`src/rtl/drv_ad56x3_arb_pkg.sv`:
```
// +--------------------------------------------------------------------+
// | drvAd56x3Pkg : shared FSM state type and channel codes.             |
// | Rev 1.0                                                             |
// +--------------------------------------------------------------------+
`default_nettype none

package drvAd56x3Pkg;

  typedef enum logic [0:0] {
    ST_IDLE  = 1'b0,
    ST_ISSUE = 1'b1
  } state_t;

  localparam logic CH_A = 1'b0;
  localparam logic CH_B = 1'b1;

  // Round-robin pick: a lone pending slot wins, a tie goes to the channel not served last.
  function automatic logic pick_channel(input logic pend_a, input logic pend_b, input logic last_ch);
    logic grant;
    if (pend_a && pend_b) begin
      grant = ~last_ch;
    end else if (pend_a) begin
      grant = CH_A;
    end else begin
      grant = CH_B;
    end
    return grant;
  endfunction

endpackage

`default_nettype wire

```
`src/rtl/drv_ad56x3_arb_slot.sv`:
```
// +--------------------------------------------------------------------+
// | drv_ad56x3_slot : one-deep holding register with load/clear/pend.   |
// | Rev 1.0                                                             |
// +--------------------------------------------------------------------+
`default_nettype none

module drv_ad56x3_slot #(
  parameter int DATA_WIDTH = 14
) (
  input  logic                  clk,
  input  logic                  reset,
  input  logic                  i_valid,
  input  logic [DATA_WIDTH-1:0] i_data,
  output logic                  o_rdy,
  input  logic                  i_clr,
  output logic                  o_pend,
  output logic [DATA_WIDTH-1:0] o_data
);

  logic                  r_pend;
  logic [DATA_WIDTH-1:0] r_data;
  logic                  w_load;

  // A load can only happen while empty and a clear only while full, so they never collide.
  assign w_load = i_valid & ~r_pend;

  always_ff @(posedge clk or negedge reset) begin
    if (!reset) begin
      r_pend <= 1'b0;
      r_data <= '0;
    end else begin
      if (w_load) begin
        r_pend <= 1'b1;
        r_data <= i_data;
      end else if (i_clr) begin
        r_pend <= 1'b0;
      end
    end
  end

  assign o_rdy  = ~r_pend;
  assign o_pend = r_pend;
  assign o_data = r_data;

endmodule

`default_nettype wire

```
`src/rtl/drv_ad56x3_arb.sv`:
```
// +--------------------------------------------------------------------+
// | drv_ad56x3_arb : two-channel sample arbiter feeding an AD56x3 driver.|
// | Rev 1.0                                                             |
// +--------------------------------------------------------------------+
`default_nettype none

module drv_ad56x3_arb
  import drvAd56x3Pkg::*;
#(
  parameter int DATA_WIDTH = 14,
  parameter bit PAIRED     = 1'b0
) (
  input  logic                  clk,
  input  logic                  reset,
  input  logic                  snkValidA,
  input  logic [DATA_WIDTH-1:0] snkDataA,
  output logic                  snkRdyA,
  input  logic                  snkValidB,
  input  logic [DATA_WIDTH-1:0] snkDataB,
  output logic                  snkRdyB,
  output logic                  srcValid,
  output logic                  srcChannel,
  output logic [DATA_WIDTH-1:0] srcData,
  input  logic                  srcRdy,
  output logic                  pendA,
  output logic                  pendB,
  output logic                  busy
);

  logic                  w_pend_a;
  logic                  w_pend_b;
  logic [DATA_WIDTH-1:0] w_data_a;
  logic [DATA_WIDTH-1:0] w_data_b;
  logic                  w_clr_a;
  logic                  w_clr_b;

  state_t                r_state;
  state_t                w_state_nxt;
  logic                  r_ch;
  logic                  w_ch_nxt;
  logic [DATA_WIDTH-1:0] r_data;
  logic [DATA_WIDTH-1:0] w_data_nxt;
  logic                  r_last;
  logic                  w_last_nxt;
  logic                  w_grant;

  drv_ad56x3_slot #(.DATA_WIDTH(DATA_WIDTH)) u_slot_a (
    .clk    (clk),
    .reset  (reset),
    .i_valid(snkValidA),
    .i_data (snkDataA),
    .o_rdy  (snkRdyA),
    .i_clr  (w_clr_a),
    .o_pend (w_pend_a),
    .o_data (w_data_a)
  );

  drv_ad56x3_slot #(.DATA_WIDTH(DATA_WIDTH)) u_slot_b (
    .clk    (clk),
    .reset  (reset),
    .i_valid(snkValidB),
    .i_data (snkDataB),
    .o_rdy  (snkRdyB),
    .i_clr  (w_clr_b),
    .o_pend (w_pend_b),
    .o_data (w_data_b)
  );

  assign w_grant = pick_channel(w_pend_a, w_pend_b, r_last);

  always_ff @(posedge clk or negedge reset) begin
    if (!reset) begin
      r_state <= ST_IDLE;
      r_ch    <= CH_A;
      r_data  <= '0;
      r_last  <= CH_B;
    end else begin
      r_state <= w_state_nxt;
      r_ch    <= w_ch_nxt;
      r_data  <= w_data_nxt;
      r_last  <= w_last_nxt;
    end
  end

  always_comb begin
    w_state_nxt = r_state;
    w_ch_nxt    = r_ch;
    w_data_nxt  = r_data;
    w_last_nxt  = r_last;
    w_clr_a     = 1'b0;
    w_clr_b     = 1'b0;
    case (r_state)
      ST_IDLE: begin
        if (PAIRED) begin
          // Coherent mode waits for a full pair and always leads with A.
          if (w_pend_a && w_pend_b) begin
            w_state_nxt = ST_ISSUE;
            w_ch_nxt    = CH_A;
            w_data_nxt  = w_data_a;
            w_last_nxt  = CH_A;
          end
        end else if (w_pend_a || w_pend_b) begin
          w_state_nxt = ST_ISSUE;
          w_ch_nxt    = w_grant;
          w_data_nxt  = (w_grant == CH_B) ? w_data_b : w_data_a;
          w_last_nxt  = w_grant;
        end
      end
      ST_ISSUE: begin
        if (srcRdy) begin
          w_clr_a = (r_ch == CH_A);
          w_clr_b = (r_ch == CH_B);
          // B's slot cannot drain while A is in flight, so it is still valid here.
          if (PAIRED && (r_ch == CH_A)) begin
            w_ch_nxt   = CH_B;
            w_data_nxt = w_data_b;
            w_last_nxt = CH_B;
          end else begin
            w_state_nxt = ST_IDLE;
          end
        end
      end
      default: begin
        w_state_nxt = ST_IDLE;
      end
    endcase
  end

  assign srcValid   = (r_state == ST_ISSUE);
  assign srcChannel = r_ch;
  assign srcData    = r_data;
  assign pendA      = w_pend_a;
  assign pendB      = w_pend_b;
  assign busy       = (r_state != ST_IDLE);

endmodule

`default_nettype wire
```
`config.mk`:
```
export PLATFORM = sky130hd
export DESIGN_NAME = drv_ad56x3_arb
export DESIGN_NICKNAME = d
export VERILOG_FILES = /design/src/rtl/drv_ad56x3_arb_pkg.sv /design/src/rtl/drv_ad56x3_arb_slot.sv /design/src/rtl/drv_ad56x3_arb.sv
export SDC_FILE = /design/constraint.sdc
export NUM_CORES = 1
export LEC_CHECK = 0
export BUFFER_PORTS_ARGS = -buffer_cell sky130_fd_sc_hd__buf_2
export CORE_MARGIN = 10
export CORE_UTILIZATION = 47
export DETAILED_ROUTE_END_ITERATION = 6
export HOLD_SLACK_MARGIN = 0.12
export PLACE_DENSITY_LB_ADDON = 0.1
export SETUP_SLACK_MARGIN = 0.15
export SYNTH_ARGS = -nofsm -noshare
export SYNTH_HDL_FRONTEND = slang
export SYNTH_SLANG_ARGS = --single-unit
```
`constraint.sdc`:
```
create_clock -name clk -period 3.85 [get_ports clk]
set_clock_uncertainty 0.15 [all_clocks]
set_input_delay 0.77 -clock clk [delete_from_list [all_inputs] [get_ports clk]]
set_output_delay 0.77 -clock clk [all_outputs]
set_load 0.02 [all_outputs]
```
### Word-level counts from Yosys, hierarchy flattened

Cells that the tools add are included.

* register bits: 47
* bits in latches: 0
* RAM bits: 0
* bits in read-only memories: 0
* memories kept: 0

* $add $sub $neg: 0
* multiply operators: 0
* divide/modulo/power cells: 0
* $lt $le $gt $ge: 0
* equality and inequality tests: 0
* shift-type cells: 0
* multiplexer cells: 14
* bitwise operators: 7
* reduce and logical (&&, ||, !) cells: 5

Operators with widths (number)
* two-way mux 14 bit: 1
* two-way mux 1 bit: 12
* NOT 1 bit: 5
* nonzero test 2 bit: 2
* bitwise AND 1 bit: 2
* case mux 1 bit (2 select lines): 1
* AND reduction 2 bit: 1
* logical AND 1 bit: 1
* logical OR 1 bit: 1

### Logic depth before layout (Yosys ltp)

Gate-level depths: netlist of the first run.

* word-level depth: 5
* gate-level depth with buffers: 6
* depth with buffers taken out: 3

### Cells and area by module

A second synthesis of the first run with hierarchy kept.

* cell total of the unflattened synthesis: 163
* area, all modules: 2109.5 um2

By module, submodules not included
* drv_ad56x3_slot: instances 2, cells each 34, area an instance 615.6 um2, seq. area each 375.4 um2
* drv_ad56x3_arb: instances 1, cells each 95, area an instance 878.3 um2, seq. area each 426.7 um2

### Worst setup path before layout of the first run

Ideal clock, no wire load.

* path type: reg2out
* start: register u_slot_a.r_pend (netlist: u_slot_a.o_pend)
* end: output snkRdyA
* arrival time: 0.930 ns
* required time: 2.930 ns
* slack: 2.000 ns
* cell stages (with the launch flop): 4
* buffers on the path: 2
* path through: dfrtp_1 -> buf_6 -> inv_1 -> buf_2

* word-level cells in the longest chain between the ends: 1

RTL lines
* start: declaration: RTL line drv_ad56x3_arb_slot.sv:20 `logic r_pend;`
* start signal: assignment: RTL line drv_ad56x3_arb_slot.sv:29 `r_pend <= 1'b0;`
* start signal: assignment: RTL line drv_ad56x3_arb_slot.sv:33 `r_pend <= 1'b1;`
* start signal: assignment: RTL line drv_ad56x3_arb_slot.sv:36 `r_pend <= 1'b0;`
* NOT 1 bit: RTL line drv_ad56x3_arb_slot.sv:41 `assign o_rdy = ~r_pend;`
* end: declaration: RTL line drv_ad56x3_arb.sv:17 `output logic snkRdyA,`

No other way between the ends.

### Worst setup path after layout of the first run

Same ends and word-level chain as after synthesis.

==> flow_summary.toml, run 1 <==
[global_routing]
grt_usage = 0.123
grt_pass1_wl_um = 7310
grt_max_degree = 48
grt_pass1_vias = 1392
grt-ovfl-total = 0
antenna_found_initial = 0

[die]
dieArea_um2 = 7390
start_util = 0.497
core_um2 = 4120
ios = 54
die_y_um = 86.0
num_rows = 23
die_w_um = 86.0

[sta]
tightest_slew_ps = 1040
whs_ps = 354
fin_setup_tns_ps = 0
hold_viol_final = 0
max_slew_margin = 0.306
period_share = 0.664
setup_viol = 0
rsz0062_at_grt = "no"
period_minus_slack_ps = 2560
slew_violations = 0
max_freq_mhz = 391

[routing]
avgRoutedWirePerCell_um = 17.1
drtIter0Drc = 84
vias_per_cell = 5.31
antenna_left = 0
via_count = 1392
drt-total-wl_um = 4470
drc = 0
first_pass_iters = 4

[clock_tree]
cts_hold_buf = 0
htreeDepth = 2
clk_latency_ps = 290
cts.sinks = 47
cts_buffer_depth = 2
postCtsSetupBuffers = 0
cts_buffers = 5
clk_pin_slew_worst_paths_ps = 90
cts_root_buffer = "clkbuf_8"
cts_tree = "yes"
cts_resized = 0

[yosys]
syn_area_um2 = 2050
yosysUniqueCellTypes = 21
synth_cells = 164
synth-seq-area-share = 0.576
synthArstFlopShare = 1.00
avgSynthCellArea_um2 = 12.5
ys.flop_type = "dfrtp_1"
synth_edf_count = 0
synth_fp_nets = 197
synth-seq-cells = 47
ys_warn_count = 0

[power_and_ir_drop]
leakage_uw = 0.00109
seqPwrFrac = 0.438
swShare = 0.396
powerDensity_nw_per_um2 = 915
vdd_drop_max_mv = 0.424
power_frac_clock = 0.134
comb_power_share = 0.428
p_int_uw = 1290
p_switching_uw = 847

[hold_path]
holdCritStartpoint = "u_slot_b.o_data[12]"
hold_end = "u_slot_b.o_data[12]"
min_path_type = "register to register"
holdPathStages = 1

[layout]
area_growth_pct = 14.3
layout.area.seq_um2 = 1180
drive_above_1_share = 0.429
fillCellCount = 363
multiInputGateArea_um2 = 721
fin_nets = 244
finalInstanceArea_um2 = 2340
final_core_util = 0.568
diodes = 0
stdcell_count = 262

[placed_design]
hpwl_um = 3390
placedInstanceArea_um2 = 2250
io_buffers = 53
dpl.cell_count = 254
routabilityCongestion = 0.732

[job]
max-cap-violations = 0

[worst_setup_path]
r2r_end = "srcChannel"
crit_type = "register to primary output"
cp-end-kind = "primary output"
rrSetupSlack_ps = 1690
crit_arrival_ps = 1640
worstPathRequired_ps = 2930
startpoint_type = "register"
critPathMaxFanout = 21
reg2reg_depth = 2
r2r_start = "u_slot_a.o_pend"

[outcome]
status = "complete, no violations"
## cells in the final DEF (no fill, tap or decap), types with 2 or more instances in the layout
master / n
o21ai_0: 15
mux2_2: 19
a21o_1: 2
a31oi_1: 16
nor2_1: 16
mux2_4: 9
buf_2: 53
inv_1: 3
nand2b_1: 2
nand3_1: 15
clkbuf_8: 5
nor2b_1: 2
dfrtp_1: 46
buf_4: 2
## routing by layer
metal,GRT usage,wire (um)
met5,0,0
met4,0.0359,44
met3,0.0426,258
met2,0.178,2080
met1,0.169,2080
## worst max-delay path, cell delays in order (launching register included)
cell and delay (ps):
dfrtp_1 730, inv_1 350, buf_2 260
## logic make-up (layout without fill, tap and decap cells)
logic type	count (synthesis)	in the layout	synth area share
DFF	47	47	0.576
buffers and inverters	18	66	0.0722
and+or+nand+nor	37	37	0.0838
AOI/OAI and AO/OA	34	34	0.0979
muxes	28	28	0.171
## sequential cells by signal (all words and copies together) (netlist names)
signal	cells
u_slot_b.o_data	14
srcData	14
busy	1
u_slot_a.o_pend	1
u_slot_a.o_data	14
r_last	1
srcChannel	1
u_slot_b.o_pend	1
## power by group through the flow
stage	Clock, uW	Sequential (uW)	Combinational, uW
5_1_grt	325	975	1030
4_1_cts	298	938	930
3_3_place_gp	0	931	900
3_5_place_dp	0	946	928
2_1_floorplan	0	996	682
6_report	286	937	915
## layout make-up
class | instances | area share
Tap cell | 50 | 0.0268
Clock buffer | 6 | 0.0310
Timing Repair Buffer | 55 | 0.120
Sequential cell | 47 | 0.503
Multi-Input combinational cell | 99 | 0.308
Clock inverter | 2 | 0.00589
Inverter | 3 | 0.00482
## synthesized netlist by cell type (3+ instances only)
| library cell | count | area, um2 |
|---|---|---|
| dfrtp_1 | 46 | 1150 |
| mux2_2 | 19 | 214 |
| a31oi_1 | 16 | 100 |
| nor2_1 | 16 | 60.1 |
| nand3_1 | 15 | 75.1 |
| o21ai_0 | 15 | 75.1 |
| mux2_4 | 9 | 135 |
| buf_2 | 5 | 25.0 |
| buf_6 | 5 | 56.3 |
| inv_1 | 3 | 11.3 |
## metrics by stage
step | worst slack, ps | total power (uW)
3_3_place_gp | 1690 | 1830
6_report | 1290 | 2140
4_1_cts | 1300 | 2170
2_1_floorplan | 2000 | 1680
3_5_place_dp | 1590 | 1870
5_1_grt | 1140 | 2330
## worst max-delay path by stage
stage	startpoint	endpoint	slack (ps)	depth (start not counted)
after floorplan	u_slot_a.o_pend	snkRdyA	2000	3
after global placement	snkValidA	u_slot_a.o_data[0]	1690	4
after detailed placement	snkValidA	u_slot_a.o_data[4]	1590	4
after CTS	u_slot_a.o_pend	snkRdyA	1300	2
after global routing	u_slot_a.o_pend	snkRdyA	1140	2
final	u_slot_a.o_pend	snkRdyA	1290	2
Note: power is estimated with default switching activity, not from simulation.
==> run 2, diff against run 1 <==
==> constraint.sdc (replaced) <==
create_clock -name clk -period 2.6 [get_ports clk]
set_clock_uncertainty 0.15 [all_clocks]
set_input_delay 0.52 -clock clk [delete_from_list [all_inputs] [get_ports clk]]
set_output_delay 0.52 -clock clk [all_outputs]
set_load 0.02 [all_outputs]
==> flow_summary.toml, run 2 (synthesized netlist as in run 1, its figures left out) <==
[routing]
antenna_left = 0
drt-total-wl_um = 4420
vias_per_cell = 5.32
drtIter0Drc = 101
via_count = 1414
first_pass_iters = 4
avgRoutedWirePerCell_um = 16.6
drc = 0

[job]
max-cap-violations = 0

[worst_setup_path]
startpoint_type = "register"
crit_type = "register to primary output"
crit_path_top_delay_cell = "dfrtp_1"
critical_path_buf_inv_count = 2
r2r_start = "busy"
path_delay_family = "buffers and inverters"
critPathMaxFanout = 15
crit_arrival_ps = 1220
crit_start = "u_slot_a.o_pend"
crit_chain = "inv_1, buf_2"
worstPathRequired_ps = 1930
cp-end-kind = "primary output"
cpPeakStageDelay_ps = 400

[sta]
tightest_slew_ps = 784
rsz0062_at_grt = "no"
hold_viol_final = 0
setup_viol = 0
max_freq_mhz = 530
slew_violations = 0
setup_slack_ps = 714
fin_setup_tns_ps = 0
max_slew_margin = 0.477
period_share = 0.725
period_minus_slack_ps = 1890

[layout]
final_common_cell = "buf_2"
multiInputGateArea_um2 = 721
drive_above_1_share = 0.444
stdcell_count = 266
area_growth_pct = 18.2
fin_nets = 248
final_cell_mix = "buf_2 (53), dfrtp_1 (46), mux2_2 (19)"
fillCellCount = 352
diodes = 0
layout.area.seq_um2 = 1180

[placed_design]
hpwl_um = 3400
routabilityCongestion = 0.735
dpl.cell_count = 258
place_ws_ps = 977
io_buffers = 53

[global_routing]
grt_pass1_wl_um = 7420
grt-ovfl-total = 0
grt_usage = 0.124
grt_pass1_vias = 1450
grt_max_degree = 38
antenna_found_initial = 0

[power_and_ir_drop]
leakage_uw = 0.00112
power_frac_clock = 0.183
powerDensity_nw_per_um2 = 1400
totalPowerFinal_uw = 3400
seqPwrFrac = 0.399
p_switching_uw = 1270
comb_power_share = 0.418
vdd_drop_max_mv = 0.548
swShare = 0.374
p_int_uw = 2130

[die]
die_y_um = 86.0
core_um2 = 4120
die_w_um = 86.0
start_util = 0.497
dieArea_um2 = 7390
num_rows = 23
ios = 54

[clock_tree]
cts.sinks = 47
clk_pin_slew_worst_paths_ps = 80
cts_buffers = 5
postCtsSetupBuffers = 0
cts_resized = 0
cts_root_buffer = "clkbuf_8"
htreeDepth = 2
cts_tree = "yes"
clk_latency_ps = 290
cts_hold_buf = 0
cts_buffer_depth = 2

[hold_path]
min_path_type = "input pin to asynchronous set/reset pin"

[outcome]
status = "complete, no violations"
[run 2: changes by cell type in the layout (fill, tap and decap cells not counted)]
cell | before | now
buf_4 | 2 | 6
bufinv_16 | 0 | 2
clkbuf_1 | 1 | 0
clkinv_2 | 1 | 0
clkinv_4 | 1 | 0
clkinvlp_4 | 0 | 1
[run 2: worst paths after layout]
check,to,slack (ps),cells after the start
max,snkRdyA,710,2
min,u_slot_b.o_data[6],150,1
max reg2reg,srcData[0],960,4
min reg2reg,u_slot_a.o_data[7],370,1
max in group asynchronous,srcData[0],1530,2
min in group clk,u_slot_a.o_data[13],300,2
[run 2: area by class of cell]
cell class | instances | area share
multi-input combinational | 99 | 0.298
tap | 50 | 0.0259
clock buffer | 5 | 0.0285
timing repair buffer | 59 | 0.128
sequential | 47 | 0.487
clock inverter | 3 | 0.0279
inverter | 3 | 0.00466
[run 2: metal layers]
metal	vias up	GRT usage	routed length (um)
met5	-	0	0
met1	692	0.162	2010
met2	45	0.190	2040
li1	672	-	-
met4	0	0.0314	41
met3	5	0.0454	329
[run 2: power groups by stage]
stage,Clock (uW),Combinational [uW],Sequential (uW)
after floorplan,0,1010,1470
after global placement,0,1380,1350
after detailed placement,0,1430,1360
after CTS,637,1430,1350
after global routing,660,1580,1410
final,622,1420,1350
[run 2: through the flow]
step                cell area [um2]   util  hold WS, ps
finish                         2420  0.588          152
global route                   2420  0.588          214
CTS                            2420  0.588          174
detailed placement             2280  0.555          343
global placement               2280  0.555          343
floorplan                      2050      -         74.4
